$ cat src/rtl/axi_master_pkg.sv
// Shared types and AXI constants for the single-outstanding AXI master.
// Bus widths follow the AXI_define.svh values used across the codebase.
package axi_master_pkg;

  localparam int AXI_ID_BITS   = 4;
  localparam int AXI_ADDR_BITS = 32;
  localparam int AXI_DATA_BITS = 32;
  localparam int AXI_STRB_BITS = AXI_DATA_BITS / 8;
  localparam int AXI_LEN_BITS  = 4;

  localparam logic [2:0]              AXI_SIZE_WORD  = 3'b010;
  localparam logic [1:0]              AXI_BURST_INCR = 2'b01;
  localparam logic [1:0]              AXI_RESP_OKAY  = 2'b00;
  localparam logic [AXI_LEN_BITS-1:0] AXI_LEN_SINGLE = 4'd0;

  typedef enum logic [2:0] {
    S_IDLE = 3'd0,
    S_AR   = 3'd1,
    S_R    = 3'd2,
    S_AW   = 3'd3,
    S_W    = 3'd4,
    S_B    = 3'd5,
    S_DONE = 3'd6
  } state_t;

endpackage

$ cat src/rtl/axi_master_dm.sv
// Bridges a stalling CPU port to AXI, one single-beat transaction at a time.
// Define AXI_MASTER_DM_RESP_CHECK_EN to get a sticky error flag on non-OKAY responses.
module axi_master_dm
  import axi_master_pkg::*;
#(
  parameter logic [AXI_ID_BITS-1:0] MASTER_ID = 4'd1
) (
  input  logic                     ACLK,
  input  logic                     ARESETn,
  input  logic                     cpu_req,
  input  logic [AXI_STRB_BITS-1:0] cpu_web,
  input  logic [AXI_ADDR_BITS-1:0] cpu_addr,
  input  logic [AXI_DATA_BITS-1:0] cpu_wdata,
  output logic [AXI_DATA_BITS-1:0] cpu_rdata,
  output logic                     cpu_stall,
  output logic                     cpu_done,
  output logic [AXI_ID_BITS-1:0]   AWID,
  output logic [AXI_ADDR_BITS-1:0] AWADDR,
  output logic [AXI_LEN_BITS-1:0]  AWLEN,
  output logic [2:0]               AWSIZE,
  output logic [1:0]               AWBURST,
  output logic                     AWVALID,
  input  logic                     AWREADY,
  output logic [AXI_DATA_BITS-1:0] WDATA,
  output logic [AXI_STRB_BITS-1:0] WSTRB,
  output logic                     WLAST,
  output logic                     WVALID,
  input  logic                     WREADY,
  input  logic [AXI_ID_BITS-1:0]   BID,
  input  logic [1:0]               BRESP,
  input  logic                     BVALID,
  output logic                     BREADY,
  output logic [AXI_ID_BITS-1:0]   ARID,
  output logic [AXI_ADDR_BITS-1:0] ARADDR,
  output logic [AXI_LEN_BITS-1:0]  ARLEN,
  output logic [2:0]               ARSIZE,
  output logic [1:0]               ARBURST,
  output logic                     ARVALID,
  input  logic                     ARREADY,
  input  logic [AXI_ID_BITS-1:0]   RID,
  input  logic [AXI_DATA_BITS-1:0] RDATA,
  input  logic [1:0]               RRESP,
  input  logic                     RLAST,
  input  logic                     RVALID,
  output logic                     RREADY,
  output logic                     resp_err,
  output state_t                   dbg_state_o
);

  state_t                   state_q, state_d;
  logic [AXI_ADDR_BITS-1:0] addr_q, addr_d;
  logic [AXI_DATA_BITS-1:0] wdata_q, wdata_d;
  logic [AXI_STRB_BITS-1:0] wstrb_q, wstrb_d;
  logic [AXI_DATA_BITS-1:0] rdata_q, rdata_d;

  always_ff @(posedge ACLK or negedge ARESETn) begin
    if (!ARESETn) begin
      state_q <= S_IDLE;
      addr_q  <= '0;
      wdata_q <= '0;
      wstrb_q <= '0;
      rdata_q <= '0;
    end else begin
      state_q <= state_d;
      addr_q  <= addr_d;
      wdata_q <= wdata_d;
      wstrb_q <= wstrb_d;
      rdata_q <= rdata_d;
    end
  end

  // Handshake exits use only READY/VALID from the slave; our own VALIDs are pure state decodes.
  always_comb begin
    state_d = state_q;
    addr_d  = addr_q;
    wdata_d = wdata_q;
    wstrb_d = wstrb_q;
    rdata_d = rdata_q;
    case (state_q)
      S_IDLE: begin
        if (cpu_req) begin
          addr_d  = cpu_addr;
          wdata_d = cpu_wdata;
          wstrb_d = ~cpu_web;
          state_d = (cpu_web == 4'hF) ? S_AR : S_AW;
        end
      end
      S_AR:   if (ARREADY) state_d = S_R;
      S_R: begin
        if (RVALID) begin
          rdata_d = RDATA;
          state_d = S_DONE;
        end
      end
      S_AW:   if (AWREADY) state_d = S_W;
      S_W:    if (WREADY) state_d = S_B;
      S_B:    if (BVALID) state_d = S_DONE;
      S_DONE: state_d = S_IDLE;
      default: state_d = S_IDLE;
    endcase
  end

  assign ARVALID = (state_q == S_AR);
  assign RREADY  = (state_q == S_R);
  assign AWVALID = (state_q == S_AW);
  assign WVALID  = (state_q == S_W);
  assign WLAST   = (state_q == S_W);
  assign BREADY  = (state_q == S_B);

  assign cpu_done  = (state_q == S_DONE);
  assign cpu_stall = cpu_req && (state_q != S_DONE);
  assign cpu_rdata = rdata_q;

  assign ARID    = MASTER_ID;
  assign ARADDR  = addr_q;
  assign ARLEN   = AXI_LEN_SINGLE;
  assign ARSIZE  = AXI_SIZE_WORD;
  assign ARBURST = AXI_BURST_INCR;
  assign AWID    = MASTER_ID;
  assign AWADDR  = addr_q;
  assign AWLEN   = AXI_LEN_SINGLE;
  assign AWSIZE  = AXI_SIZE_WORD;
  assign AWBURST = AXI_BURST_INCR;
  assign WDATA   = wdata_q;
  assign WSTRB   = wstrb_q;

  assign dbg_state_o = state_q;

`ifdef AXI_MASTER_DM_RESP_CHECK_EN
  logic err_q, err_d;

  always_comb begin
    err_d = err_q;
    if ((state_q == S_R && RVALID && RRESP != AXI_RESP_OKAY) ||
        (state_q == S_B && BVALID && BRESP != AXI_RESP_OKAY))
      err_d = 1'b1;
  end

  always_ff @(posedge ACLK or negedge ARESETn) begin
    if (!ARESETn) err_q <= 1'b0;
    else          err_q <= err_d;
  end

  assign resp_err = err_q;

  // IDs are not matched and single-beat reads make RLAST redundant.
  logic unused_inputs;
  assign unused_inputs = ^{BID, RID, RLAST};
`else
  assign resp_err = 1'b0;

  logic unused_inputs;
  assign unused_inputs = ^{BID, RID, RLAST, RRESP, BRESP};
`endif

endmodule

$ cat config.mk
export PLATFORM = sky130hd
export DESIGN_NAME = axi_master_dm
export DESIGN_NICKNAME = d
export VERILOG_FILES = /design/src/rtl/axi_master_pkg.sv /design/src/rtl/axi_master_dm.sv
export SDC_FILE = /design/constraint.sdc
export NUM_CORES = 1
export LEC_CHECK = 0
export CAP_MARGIN = 20
export CORE_ASPECT_RATIO = 0.75
export CORE_UTILIZATION = 31
export DETAILED_ROUTE_END_ITERATION = 8
export PLACE_DENSITY = 0.67
export SETUP_SLACK_MARGIN = 0.2
export SKIP_LAST_GASP = 1
export SYNTH_ARGS = -nofsm -noshare
export SYNTH_HDL_FRONTEND = slang
export SYNTH_SLANG_ARGS = --single-unit
export TNS_END_PERCENT = 10
$ cat constraint.sdc
create_clock -name ACLK -period 2.9 [get_ports ACLK]
set_clock_uncertainty 0.2 [all_clocks]
set_input_delay 0.435 -clock ACLK [delete_from_list [all_inputs] [get_ports ACLK]]
set_output_delay 0.435 -clock ACLK [all_outputs]
set_load 0.02 [all_outputs]
==> summary.txt <==
Power and ir drop
  • Max VDD drop: 460 uV
  • Switching share of total power: between 40% and 50%
  • Reg power frac: between 30% and 40%
  • Leak pwr: approximately 3.2 nW
  • Int Pwr: 4.95 mW
  • Comb pwr share: between 50 and 60%
  • NetSw: around 3.3 mW
  • Pwr per Cell Area: approximately 1200 nW/um^2
  • Clock share of power: roughly 14%
  • Total power: 8.28 mW

Global routing
  • Largest net degree at the start of global routing: 73
  • Number of global-route vias before repair: 3488
  • Total track usage: ~15%
  • GRT overflow: 0
  • Initial antenna violation count: 0
  • Global-route wire length before repair: 18.0 mm

Final layout
  • Final #Nets: 776
  • Diode count: 0
  • Share of layout cells above drive strength 1: around a tenth
  • Syn-to-layout area delta: 56.3%

Detailed routing
  • Post-route antenna net violation count: 0
  • Routed wire length per instance: about 14 um
  • DR vias: ~3.5k
  • Post-detailed-route DRC marker count: 0
  • TritonRoute pass-1 iters: 5
  • Initial DRC Count: around 90
  • Drt total wl: around 12 mm
  • Vias per inst: between 4 and 5

Worst setup path
  • Max FO, Critical Path: 11
  • WP data arrival: roughly 2000 ps
  • CP startpoint kind: flop
  • Crit path required time: roughly 2300 ps
  • Crit path kind: reg2out
  • CP Cell Sequence: inv_1 -> and3_1 -> nor2b_1 -> clkdlybuf4s50_1
  • Slowest-stage cell, CP: clkdlybuf4s50_1
  • Crit. End Element: output port
  • Delay of the slowest cell on the worst path: 610 ps

Synthesis
  • Dominant cell by count in the synthesized netlist: nand2_1
  • Synth cell count leaders: nand2_1, dfrtp_1, buf_4
  • Area leader, netlist: dfrtp_1
  • Area share of the largest cell type after synthesis: between 50% and 60%
  • Synth async-reset ratio: between 90% and 100%
  • Seq cells post-synth: 103
  • YS warnings: 0
  • Synth Instances: 446
  • Primary FF master, synth: dfrtp_1
  • Syn avg cell area: between 10 and 15 um^2
  • Sequential area share after synthesis: roughly 57%
  • Synthesized cell area: between 4000 and 5000 um^2
  • Distinct cells, synth: 28
  • Ranking of synthesized cells by area: dfrtp_1, nand2_1, buf_4
  • Post-synth EDFFs: 0

STA
  • Worst-Margin Slew: roughly 800 ps
  • Slew headroom: around 47%
  • Fmax: 0.380 GHz
  • Min Tclk post-route: between 2000 and 3000 ps
  • Final hold vios: 0
  • Slew Viols, Final: 0
  • Unrepaired setup endpoints after global routing: true
  • Setup TNS: 0 ps
  • Tcrit/Tclk final: about nine tenths
  • Final setup fails: 0

Clocking
  • H-tree lvl count: 3
  • CTS tree: done
  • Worst-path clk slew: about 70 ps
  • TritonCTS Buffers: 9
  • Post-CTS setup buffers: 0
  • Clock Sink Count: around 100
  • Clock Path Buffers: 2
  • Worst skew pair latency: about 340 ps
  • Clk Tree Root Cell: clkbuf_16

Placement
  • Final RePlAce weighted congestion: just under 0.8
  • PortBufs: 250
  • Hpwl dp: roughly 8.6 mm

Die
  • Core Footprint: around 14000 um^2
  • # IOs: a little under 300
  • Initial core utilization: approximately a third
  • Die Y: roughly 110 um
  • DIE AREA: 15100 um^2
  • Die Wd: 142 um
  • # rows: 37

Job
  • Max-cap violations: 0

Worst hold path
  • HP Class: reg2reg

Status
  • Status: complete, no violations
per-layer routing:
layer  global-route usage [%]  wire (um)  up-vias
met4                     5.53        162        0
met3                     3.97        713       10
met5                        0          0        -
met2                     25.7       5660      130
li1                         -          -     1715
met1                     19.1       5070     1658
sequential cells by signal, summed over array words and instances (netlist names):
name,count
WDATA,32
ARADDR,32
cpu_rdata,32
dbg_state_o,3
WSTRB,4
critical path, delay by kind of cell, from the launching register on:
family	cells	cell delay [ps]
flip-flops	1	560
AND/OR/NAND/NOR	2	330
buffers and inverters	2	760
stage by stage:
stage               setup slack, ps  cells  util [%]  hold WS (ps)  area [um^2]
floorplan                       761    471         -         -60.6         4630
global placement                491    838      48.5           257         6790
detailed placement              460    838      48.5           261         6790
CTS                             256    855      50.7           279         7090
global route                    183    855      50.7           287         7090
finish                          266    855      50.7           276         7090
power groups by stage:
stage	Sequential (mW)	Clock [mW]	Combinational [mW]
after floorplan	3.41	0	1.82
after global placement	2.61	0	4.47
after detailed placement	2.66	0	4.53
after CTS	2.64	1.22	4.54
after global routing	2.74	1.27	4.77
final	2.63	1.17	4.48
layout by cell type, fill, tap and decap left out, types with 2 or more instances in the layout:
master	instances
nand2b_1	2
clkdlybuf4s50_1	249
inv_6	3
buf_4	4
o21ai_2	4
clkinvlp_4	2
nand2_1	198
nor2_1	4
clkbuf_16	9
dfrtp_1	102
mux2_2	33
conb_1	27
and2_1	2
nor2b_1	2
timing repair:
| item | in CTS | in global routing |
|---|---|---|
| setup endpoints to repair | 0 | 3 |
| endpoints found under the hold margin | 41 | 0 |
| gates resized for setup | 0 | 1 |
| hold buffers | 1 | 0 |
path summary, 6_finish.rpt:
check,start,end,slack (ps),cells after the start
hold / removal,WDATA[29]$_DFFE_PN0P_,WDATA[29]$_DFFE_PN0P_,280,2
min in group asynchronous,ARESETn,ARADDR[17]$_DFFE_PN0P_,410,2
max in group asynchronous,ARESETn,WDATA[1]$_DFFE_PN0P_,1320,3
hold reg to reg,WDATA[29]$_DFFE_PN0P_,WDATA[29]$_DFFE_PN0P_,280,2
setup / recovery,dbg_state_o[0]$_DFFE_PN0P_,cpu_stall,270,4
setup reg to reg,dbg_state_o[1]$_DFFE_PN0P_,WDATA[24]$_DFFE_PN0P_,800,3
kinds of logic (layout without fill, tap and decap cells):
group	count (synthesis)	in the layout	share of synthesized area (%)
compound gates	9	9	1.55
other cells	2	27	0.166
mux	35	35	8.66
buf+inv	83	272	14.1
flops	103	103	56.8
simple gates	214	214	18.7
area by class of cell:
cell class              count  area, um^2
fillers                  1275        6890
flip-flops and latches    103        2580
repair buffers            255        2550
multi-input cells         285        1420
well taps                 195         244
clock buffers              10         239
clock inverters             6        50.0
inverters                   1        3.75
(Power assumes the default switching activity.)
==> RTL change 1 (same flow settings) <==
Take the reset off `addr_q`, `wdata_q` and `rdata_q` and load them in a clocked block of their own.
--- a/src/rtl/axi_master_dm.sv
+++ b/src/rtl/axi_master_dm.sv
@@ -57,15 +57,15 @@
     if (!ARESETn) begin
       state_q <= S_IDLE;
-      addr_q  <= '0;
-      wdata_q <= '0;
       wstrb_q <= '0;
-      rdata_q <= '0;
     end else begin
       state_q <= state_d;
-      addr_q  <= addr_d;
-      wdata_q <= wdata_d;
       wstrb_q <= wstrb_d;
-      rdata_q <= rdata_d;
     end
+  end
+
+  always_ff @(posedge ACLK) begin
+    addr_q  <= addr_d;
+    wdata_q <= wdata_d;
+    rdata_q <= rdata_d;
   end
 
Formal check against the unedited RTL: not equivalent (a bounded check fails within 4 cycles, from zero or initial values and one cycle with ARESETn low).
==> RTL change 1 against the unedited design <==
  * First-iteration DRC count decreased by 7.7%
  * Final area decreased by 9.1%
  * Synthesized cell count decreased by 54%
  * Setup slack improved by 0.11 ns
  * Area after synthesis decreased by 17%
  * Via count decreased by 32%
  * Sequential cell count unchanged
  * Routed wire length decreased by 24%
Power is not compared: it rests on default switching activity, and its combinational part moved more than twofold at a synthesized area within 25%.
==> RTL change 1: results <==
set metrics [dict create \
    grt_max_degree 41 \
    buffers 254 \
    nNonClkInverters 3 \
    final_cell_area_um2 6440 \
    cp_max_fo 8 \
    grt_pass1_vias 2350 \
    wl_met3_um 933 \
    dp.cells 583 \
    fin_nets 553 \
    multi_input_comb_cells 61 \
    wl_per_cell_um 14.67 \
    grt_pass1_wl_um 12800 \
    nClkBuffers 9 \
    async_flop_share_pct 6.796 \
    final-clk-cell-share_pct 4.313 \
    seq-cell-share_pct 47.48 \
    wl_met2_um 4788 \
    drt_pass1_iterations 4 \
    synth_flop_cell "edfxtp_1" \
    use_met3_pct 6.443 \
    placed_cell_area_um2 6162 \
    gp_congestion 0.7860 \
    syn_area_per_cell_um2 18.52 \
    hold_path_class "input pin to asynchronous set/reset pin" \
    synthTopCellsByCount "edfxtp_1, buf_4, dfrtp_1" \
    synth_edf_count 96 \
    met2_usage_pct 25.60 \
    status "completed" \
    wl_met1_um 2977 \
    drtIter0Drc 84 \
]
RTL change 1: cell count changes in the layout (fill, tap and decap cells not counted), sizes merged, moves of 34 or more:
cell    unedited run  this run
dfrtp            103         7
nand2            198         4
mux2              34         0
edfxtp             0        96
RTL change 1: cells by family (layout without fill, tap and decap cells):
kind of cell	Yosys count	after routing	share of synthesized area, %
muxes	1	1	0.2649
DFF	103	103	80.93
AOI/OAI and AO/OA	11	11	2.285
and+or+nand+nor	22	22	3.510
buffers and inverters	65	272	12.81
other	2	27	0.1987
RTL change 1: worst paths after layout:
| path | start | to | slack, ns | cells after the start |
|---|---|---|---|---|
| hold reg to reg | WSTRB[0] | WSTRB[0] | 0.28 | 2 |
| setup / recovery | dbg_state_o[0] | cpu_stall | 0.37 | 4 |
| max in group asynchronous | ARESETn | WSTRB[3] | 2.10 | 1 |
| min in group ACLK | WSTRB[0] | WSTRB[0] | 0.28 | 2 |
| setup reg to reg | dbg_state_o[0] | ARADDR[17] | 0.71 | 4 |
| hold / removal | ARESETn | dbg_state_o[1] | 0.15 | 1 |
RTL change 1: stage by stage:
stage | utilization, % | total power [mW] | hold WS, ns | worst slack, ns
floorplan | - | 3.081 | -0.06059 | 0.4150
global placement | 52.48 | 3.881 | 0.2709 | 0.3311
detailed placement | 52.48 | 3.913 | 0.2744 | 0.3130
CTS | 54.85 | 5.058 | 0.1521 | 0.3269
global route | 54.85 | 5.220 | 0.1670 | 0.2470
finish | 54.85 | 4.979 | 0.1545 | 0.3719
RTL change 1: worst max-delay path: stages (launching register included):
cell             delay (ns)
dfrtp_1                0.35
clkinv_1               0.21
and3_1                 0.27
nor2b_1                0.12
clkdlybuf4s50_1        0.61
==> RTL change 2 (config.mk and constraints unchanged) <==
Without the edit above. The option `AXI_MASTER_DM_RESP_CHECK_EN` is turned on by a define.
--- a/src/rtl/axi_master_dm.sv
+++ b/src/rtl/axi_master_dm.sv
@@ -1,4 +1,6 @@
 // Bridges a stalling CPU port to AXI, one single-beat transaction at a time.
 // Define AXI_MASTER_DM_RESP_CHECK_EN to get a sticky error flag on non-OKAY responses.
+`define AXI_MASTER_DM_RESP_CHECK_EN
+
 module axi_master_dm
   import axi_master_pkg::*;
Formal check against the unedited RTL: not equivalent (Yosys sat finds a counterexample within 4 cycles, from zero or initial values and one cycle with ARESETn low).
==> RTL change 2 against the unedited design <==
  * Routed wire length increased by 4.5%
  * Largest cell class is now non-clock buffers
  * Power increased by 1.0%
  * Count of clock-buffer cells in the layout increased by 1
  * Core utilization decreased by 0.19 points
  * Final area increased by 3.3%
  * Setup slack improved by 0.026 ns
  * Sequential power about the same
  * Sequential cell count increased by 1
  * Area after synthesis increased by 2.1%
  * Sequential share of layout area decreased by 0.82 points
  * Register-to-register slack got worse by 0.02 ns
  * Critical path depth decreased by 1
==> RTL change 2: results <==
set metrics [dict create \
    grt_pass1_wl_um 18660 \
    use_met3_pct 6.539 \
    dp_hpwl_um 8938 \
    ir_drop_v 0.0006143 \
    yosysSeqAreaShare_pct 56.22 \
    reg2reg_depth 4 \
    grt_max_degree 105 \
    netlist_top_cells_area "dfrtp_1, nand2_1, buf_4" \
    num_antenna_cells 0 \
    wl_met1_um 4892 \
    antenna_found_initial 0 \
    syn_area_per_cell_um2 10.13 \
    met2_usage_pct 27.42 \
    yosysWarnings 0 \
    h-tree-depth 3 \
    drive_gt1_share_pct 9.601 \
    pre_cts_ws_ns 0.3981 \
    hold-path-endpoint "WDATA[18]" \
    cts_buffer_depth 2 \
    async_flop_share_pct 100.0 \
    internal-power_mw 5.064 \
    drt_pass1_iterations 3 \
    cp_max_fo 14 \
    gp_congestion 0.7503 \
    wl_met2_um 5898 \
    powerComb_mw 4.51 \
    wl_per_cell_um 13.82 \
    vias 3703 \
    status "completed" \
    timing.rr.end "WSTRB[2]" \
    dp.cells 861 \
    ys_types 31 \
    fin_nets 795 \
    cap_violations 0 \
    drtIter0Drc 136 \
    grt_pass1_vias 3691 \
    grt_use_total_pct 15.75 \
    r2r_setup_slack_ns 0.78 \
    n_fill_cell 1326 \
    critPathMaxStageDelay_ns 0.60 \
    synthTopCellsByCount "nand2_1, dfrtp_1, buf_4" \
    worst_slew_pin_slew_ns 0.5532 \
    grtUsageMet1_pct 17.66 \
    cp.arrival_ns 1.97 \
    whs_path_depth 2 \
    wl_met3_um 1197 \
    hp-start "WDATA[18]" \
    post_cts_buffers 0 \
    clk_pin_slew_ns 0.07 \
    rr_startpoint "dbg_state_o[0]" \
    numCtsBuffers 9 \
    dr.max_layer_used "met4" \
    io_buffer_count 255 \
    hold_path_class "register to register" \
    clkLatencyLatePin_ns 0.33 \
    cpMaxStageDelayCell "clkdlybuf4s50_1" \
    cellLeakagePower_nw 3.322 \
    p_clk_share_pct 14.5 \
    instances_no_fill 877 \
]
-- RTL change 2: timing repair --
item,4_1_cts,5_1_grt
hold endpoints to repair,29,0
resized for setup,1,1
setup endpoints to repair,3,3
hold buffers,1,0
-- RTL change 2: critical path: cells and delay by family, from the launching register on --
kind,cells,cell delay [ns]
buffers and inverters,1,0.60
flip-flops,1,0.57
AND/OR/NAND/NOR,2,0.46
-- RTL change 2: worst max-delay path by stage --
stage / depth (start not counted) / slack [ns] / startpoint / to
3_5_place_dp: 5 / 0.40 / cpu_req / WSTRB[2]
3_3_place_gp: 5 / 0.43 / cpu_req / WDATA[15]
6_report: 3 / 0.29 / dbg_state_o[1] / AWVALID
2_1_floorplan: 4 / 0.55 / dbg_state_o[2] / cpu_stall
4_1_cts: 3 / 0.20 / dbg_state_o[2] / cpu_done
5_1_grt: 3 / 0.17 / dbg_state_o[1] / AWVALID
-- RTL change 2: cell families (layout without fill, tap and decap cells) --
group           count (synthesis)  in the layout  share of synthesized area (%)
compound gates                 15             15                          2.540
other cells                     2             26                         0.1622
buf+inv                        84            280                          13.70
mux                            35             35                          8.487
simple gates                  216            216                          18.62
fa+ha+maj                       1              1                         0.2702
flops                         104            104                          56.22
-- RTL change 2: cell type report --
cell class | instances | area share [%]
timing repair buffer | 262 | 36.25
sequential | 104 | 35.57
multi-input combinational | 293 | 20.54
tap | 200 | 3.417
clock buffer | 11 | 3.315
clock inverter | 4 | 0.7518
inverter | 3 | 0.1538
-- RTL change 2: through the flow --
stage	total power, mW	util [%]	hold slack, ns	instance area (um^2)
3_3_place_gp	7.116	48.36	0.2597	7013
5_1_grt	8.894	50.50	0.3060	7323
2_1_floorplan	5.175	-	-0.06059	4720
4_1_cts	8.476	50.49	0.2804	7322
3_5_place_dp	7.224	48.36	0.2652	7013
6_report	8.360	50.50	0.2771	7323
